**src/rtl/split_gen_pkg.sv**
```systemverilog
// Shared types and helpers for the split-checker stimulus generator:
// FSM state encoding, the xorshift32 step and the zero-seed substitute.
package split_gen_pkg;

  typedef enum logic [2:0] {
    ST_IDLE,
    ST_GEN,
    ST_EVAL,
    ST_EMIT,
    ST_FIN
  } state_t;

  localparam logic [31:0] ZERO_SEED_SUB = 32'h1;

  function automatic logic [31:0] xorshift32(input logic [31:0] s);
    logic [31:0] x;
    x = s;
    x = x ^ (x << 13);
    x = x ^ (x >> 17);
    x = x ^ (x << 5);
    return x;
  endfunction

  // xorshift32 is stuck at zero forever, so a zero seed is never loaded.
  function automatic logic [31:0] fix_seed(input logic [31:0] s);
    return (s == 32'h0) ? ZERO_SEED_SUB : s;
  endfunction

endpackage

```
**src/rtl/split_prng32.sv**
```systemverilog
// xorshift32 state register. `word` is the value the next step will produce,
// so the consumer can capture it in the same cycle it asserts `step`.
module split_prng32
  import split_gen_pkg::*;
#(
  parameter logic [31:0] SEED = 32'hACE1_2468
) (
  input  logic        clk,
  input  logic        rst,
  input  logic        load,
  input  logic [31:0] seed,
  input  logic        step,
  output logic [31:0] word
);

  logic [31:0] r_state;

  // NOTE: sequential state uses non-blocking assignments only, so every
  // register samples values from before the clock edge.
  always_ff @(posedge clk) begin
    if (rst) begin
      r_state <= fix_seed(SEED);
    end else if (load) begin
      r_state <= fix_seed(seed);
    end else if (step) begin
      r_state <= xorshift32(r_state);
    end
  end

  assign word = xorshift32(r_state);

endmodule

```
**src/rtl/split_stim_gen.sv**
```systemverilog
// Pseudo-random candidate generator for a combinational split checker.
// Optional macro SPLIT_GEN_SEED_LOAD_EN adds a seed_in port loaded on start.
module split_stim_gen
  import split_gen_pkg::*;
#(
  parameter int          ASSIGN_W  = 64,
  parameter logic [31:0] SEED      = 32'hACE1_2468,
  parameter int          MAX_TRIES = 1024
) (
  input  logic                clk,
  input  logic                rst,
  input  logic                start,
  input  logic [15:0]         target_count,
`ifdef SPLIT_GEN_SEED_LOAD_EN
  input  logic [31:0]         seed_in,
`endif
  output logic [ASSIGN_W-1:0] cand_data,
  input  logic                chk_x,
  output logic                sol_valid,
  output logic [ASSIGN_W-1:0] sol_data,
  input  logic                sol_ready,
  output logic                busy,
  output logic                done,
  output logic                exhausted,
  output logic [15:0]         sol_cnt,
  output logic [15:0]         try_cnt
);

  localparam int             NW     = ASSIGN_W / 32;
  localparam int             IW     = (NW > 1) ? $clog2(NW) : 1;
  localparam logic [IW-1:0]  LAST_W = IW'(NW - 1);
  localparam logic [15:0]    MAX_T  = 16'(MAX_TRIES);

  state_t              r_state;
  logic [IW-1:0]       r_idx;
  logic [15:0]         r_target;
  logic [ASSIGN_W-1:0] r_cand;
  logic [ASSIGN_W-1:0] r_sol;
  logic                r_sol_valid;
  logic                r_busy;
  logic                r_done;
  logic                r_exh;
  logic [15:0]         r_sol_cnt;
  logic [15:0]         r_try_cnt;

  logic                w_load;
  logic                w_step;
  logic [31:0]         w_seed;
  logic [31:0]         w_word;

  assign w_load = (r_state == ST_IDLE) && start;
  assign w_step = (r_state == ST_GEN);

`ifdef SPLIT_GEN_SEED_LOAD_EN
  assign w_seed = seed_in;
`else
  assign w_seed = SEED;
`endif

  split_prng32 #(.SEED(SEED)) u_prng (
    .clk  (clk),
    .rst  (rst),
    .load (w_load),
    .seed (w_seed),
    .step (w_step),
    .word (w_word)
  );

  always_ff @(posedge clk) begin
    if (rst) begin
      r_state     <= ST_IDLE;
      r_idx       <= '0;
      r_target    <= '0;
      r_cand      <= '0;
      r_sol       <= '0;
      r_sol_valid <= 1'b0;
      r_busy      <= 1'b0;
      r_done      <= 1'b0;
      r_exh       <= 1'b0;
      r_sol_cnt   <= '0;
      r_try_cnt   <= '0;
    end else begin
      r_done <= 1'b0;
      unique case (r_state)
        ST_IDLE: begin
          if (start) begin
            r_sol_cnt <= '0;
            r_try_cnt <= '0;
            r_exh     <= 1'b0;
            r_target  <= target_count;
            r_idx     <= '0;
            r_busy    <= 1'b1;
            if (target_count == 16'd0) begin
              r_done  <= 1'b1;
              r_state <= ST_FIN;
            end else begin
              r_state <= ST_GEN;
            end
          end
        end
        ST_GEN: begin
          for (int k = 0; k < NW; k++) begin
            if (r_idx == IW'(k)) r_cand[32*k +: 32] <= w_word;
          end
          if (r_idx == LAST_W) begin
            r_idx   <= '0;
            r_state <= ST_EVAL;
          end else begin
            r_idx <= r_idx + IW'(1);
          end
        end
        ST_EVAL: begin
          r_try_cnt <= r_try_cnt + 16'd1;
          if (chk_x) begin
            r_sol       <= r_cand;
            r_sol_cnt   <= r_sol_cnt + 16'd1;
            r_sol_valid <= 1'b1;
            r_state     <= ST_EMIT;
          end else if (r_try_cnt + 16'd1 == MAX_T) begin
            r_exh   <= 1'b1;
            r_done  <= 1'b1;
            r_state <= ST_FIN;
          end else begin
            r_state <= ST_GEN;
          end
        end
        ST_EMIT: begin
          // The budget test here sees the count already bumped in EVAL.
          if (sol_ready) begin
            r_sol_valid <= 1'b0;
            if (r_sol_cnt == r_target) begin
              r_done  <= 1'b1;
              r_state <= ST_FIN;
            end else if (r_try_cnt == MAX_T) begin
              r_exh   <= 1'b1;
              r_done  <= 1'b1;
              r_state <= ST_FIN;
            end else begin
              r_state <= ST_GEN;
            end
          end
        end
        ST_FIN: begin
          r_busy  <= 1'b0;
          r_state <= ST_IDLE;
        end
        default: r_state <= ST_IDLE;
      endcase
    end
  end

  assign cand_data = r_cand;
  assign sol_valid = r_sol_valid;
  assign sol_data  = r_sol;
  assign busy      = r_busy;
  assign done      = r_done;
  assign exhausted = r_exh;
  assign sol_cnt   = r_sol_cnt;
  assign try_cnt   = r_try_cnt;

endmodule

```
**config.mk**
```make
export PLATFORM = sky130hd
export DESIGN_NAME = split_stim_gen
export DESIGN_NICKNAME = d
export VERILOG_FILES = /design/src/rtl/split_gen_pkg.sv /design/src/rtl/split_prng32.sv /design/src/rtl/split_stim_gen.sv
export SDC_FILE = /design/constraint.sdc
export NUM_CORES = 1
export LEC_CHECK = 0
export CELL_PAD_IN_SITES_DETAIL_PLACEMENT = 1
export CELL_PAD_IN_SITES_GLOBAL_PLACEMENT = 2
export CORE_ASPECT_RATIO = 2
export CORE_MARGIN = 5
export CORE_UTILIZATION = 27
export DETAILED_ROUTE_END_ITERATION = 8
export PLACE_DENSITY = 0.72
export SETUP_SLACK_MARGIN = 0.15
export SLEW_MARGIN = 20
export SYNTH_ARGS = -nofsm -noshare
export SYNTH_HDL_FRONTEND = slang
export SYNTH_SLANG_ARGS = --single-unit
```
**constraint.sdc**
```tcl
create_clock -name clk -period 1.87 [get_ports clk]
set_input_delay 0.374 -clock clk [delete_from_list [all_inputs] [get_ports clk]]
set_output_delay 0.374 -clock clk [all_outputs]
set_load 0.05 [all_outputs]
```
==> results.yml <==
finish:
  nets: 1430
  utilization_pct: 43.1
  stdcell_count: 1857
  drive_gt1_share_pct: 40.7
  antennaDiodeCount: 0
  layout_commonest_cell: "buf_4"
  area_delta_synth_final_pct: 58.1
  final_cell_mix: "buf_4, nand2_1, dfxtp_1, a21oi_1, nor2_1"
  fin_area_um2: 14500
synth:
  synth_area_leaders: "dfxtp_1, nand2_1, a21oi_1"
  synthAdderAreaFrac_pct: 0.548
  synth_nets: 1110
  avgSynthCellArea_um2: 8.42
  yosys.area_share.simple_pct: 21.4
  synth_top_family_by_area: "simple AND/OR/NAND/NOR gates"
  netlist.area_leader.share_pct: 47.3
  yosysSeqAreaShare_pct: 47.3
  synthXorXnorAreaFrac_pct: 10.1
  yosysTopAreaCell: "dfxtp_1"
  netlist-cell-type-count: 60
  synthArstFlopShare_pct: 0
  synth_compound_area_share_pct: 16.1
  netlist_instances: 1085
  muxShareOfSynthArea_pct: 0
  synth_seq_cells: 216
  ys_warn_count: 0
  ys.flop_type: "dfxtp_1"
  synth_area_um2: 9140
  synth_edf_count: 0
place:
  post-place-ws_ns: -0.497
  dpl_cell_area_um2: 11900
  placed_cells: 1757
  gp_congestion: 0.830
  dpl.hpwl_um: 25600
  port_buffers: 184
critical_path:
  cp.buffers_inverters: 1
  timing.rr.start: "try_cnt[1]"
  r2r_slack_ns: -0.07
  r2r_end: "r_state[0]"
  cpLargestDelayFamily: "compound AO/OA/AOI/OAI gates"
  cp_max_fo: 5
  slowest_stage: "dfxtp_4"
  critical_path.most_common_cell: "o211ai_1"
  cp-start-kind: "register"
  cp_cell_sequence: "ha_4 -> and4_4 -> o211ai_1 -> a221o_1 -> nor3_2 -> buf_4 -> a311o_1 -> o211ai_1"
  r2r_cells: 8
  cp-end-kind: "register"
  slowest_delay_ns: 0.39
  arrival_ns: 2.35
  cp_data_required_time_ns: 2.28
  path_class: "register to register"
sta:
  fin_worst_skew_ns: 0.0166
  period_minus_slack_ns: 1.94
  hold_slack_ns: 0.133
  tightestPinTransition_ns: 0.858
  timing.fmax_mhz: 514
  finalWorstSetupSlack_ns: -0.0738
  hold_viol_final: 0
  slew_headroom_pct: 42.8
  fin_crit_sh_pct: 104
  drv_slew: 0
  rsz0062_at_grt: "true"
  final.setup.tns_ns: -0.222
  setup_viol: 4
grt:
  grt_use_met2_pct: 38.0
  met3_usage_pct: 2.34
  grt_max_degree: 137
  use_met1_pct: 17.4
  antenna_found_initial: 0
  overflow: 0
  grtUsageTotal_pct: 18.2
  grt_busiest_layer: "met2"
  grt_pass1_vias: 9424
  grt_pass1_wl_um: 54800
cts:
  cts_buffers: 22
  clock-sinks: 216
  cts_hold_buf: 0
  clockBufferDepth: 3
  h-tree-depth: 1
  path_clk_slew_ns: 0.07
  tritoncts: "done"
  worst_skew_pair.late_latency_ns: 0.53
  cts-root-buf: "clkbuf_16"
power:
  power.total_mw: 27.0
  swShare_pct: 44.7
  p_per_area_nw_per_um2: 1870
  p_int_mw: 14.9
  leakage_nw: 5.63
  power_frac_seq_pct: 23.9
  net-switching-power_mw: 12.1
  p_comb_share_pct: 58.7
  p_clk_share_pct: 17.4
  ir_drop_mv: 0.962
min_path:
  worstHoldPathType: "input port to register"
  hold_end: "r_idx"
  hp-start: "rst"
  hold_depth: 2
floorplan:
  row_count: 95
  ios: 185
  core_um2: 33500
  die_x_um: 140
  initial_core_util_pct: 27.3
  die_area_um2: 37800
  die_y_um: 270
detailed_routing:
  route.antenna.remaining_nets: 0
  wirelength_um: 38800
  vias: 9002
  avgViaCountPerCell: 4.85
  drc: 0
  first_pass_iters: 4
  wl_per_cell_um: 20.9
  drt_iter0_markers: 251
status:
  outcome: "finished with violations"
  violations: "negative setup slack"
run:
  cap_violations: 0
Yosys cell counts (2+ instances only):
master,count
o211ai_1,11
inv_1,3
and2_2,2
buf_6,7
xnor2_2,9
nand4_1,13
nor2_1,98
and2b_1,2
a21oi_1,135
buf_1,2
a311oi_1,3
a211oi_1,59
nor3_2,2
nand2_1,242
or3_1,15
xnor2_1,58
and4_1,2
buf_2,24
nor3_1,10
and2_1,4
nor4_1,6
nor2b_1,2
o21ai_0,20
ha_1,4
and3_1,2
xor2_1,31
dfxtp_1,216
buf_4,5
nand2b_1,4
nand3_1,19
a31oi_1,4
clkbuf_1,41
and4_4,2
o2111ai_1,2
registers in the layout (all words and copies together) (netlist names):
signal          cells
r_idx               1
try_cnt            16
busy                1
done                1
u_prng.r_state     32
cand_data          64
sol_valid           1
r_target           16
sol_cnt            16
r_state             3
sol_data           64
exhausted           1
power by group through the flow:
stage	clock network (mW)	logic (mW)	registers, mW
global placement	0	12.4	6.41
CTS	4.85	14.5	6.38
detailed placement	0	12.5	6.42
global route	5.01	16.5	6.56
finish	4.69	15.8	6.45
floorplan	0	4.56	7.68
worst max-delay path by stage:
stage                          from          to  slack, ns  cells past startpoint
detailed placement  target_count[6]        done      -0.50                      6
floorplan                try_cnt[0]        done      -0.05                      8
finish                   try_cnt[1]  r_state[0]      -0.07                      8
global placement    target_count[6]        done      -0.45                      6
CTS                      try_cnt[1]        done      -0.15                      8
global route             try_cnt[1]  r_state[0]      -0.18                      9
layout make-up:
type                       instances  area (um2)
sequential                       216        4380
clock inverter                    11         120
multi-input combinational        787        5180
inverter                           3        11.3
tap                              436         546
fill                            3859       19100
timing repair buffer             375        3570
clock buffer                      29         638
per-layer routing:
metal / vias to the layer above / part of all wire [%]
met5: - / 0
met4: 0 / 2.9
met3: 56 / 3.5
met2: 171 / 59
met1: 4447 / 34
li1: 4328 / -
what timing repair did:
action,CTS,global route
buffers inserted,26,14
pin swaps,46,64
cloned,8,12
gates resized for setup,143,110
setup endpoints to repair,138,128
kinds of logic (layout without fill, tap and decap cells):
kind of cell / Yosys count / count (layout)
AO/OA/AOI/OAI: 245 / 245
XOR/XNOR: 98 / 98
flip-flops: 216 / 216
AND/OR/NAND/NOR: 440 / 440
adder cells (fa/ha/maj): 4 / 4
buffers and inverters: 82 / 418
Power figures use the tool's default switching activity.
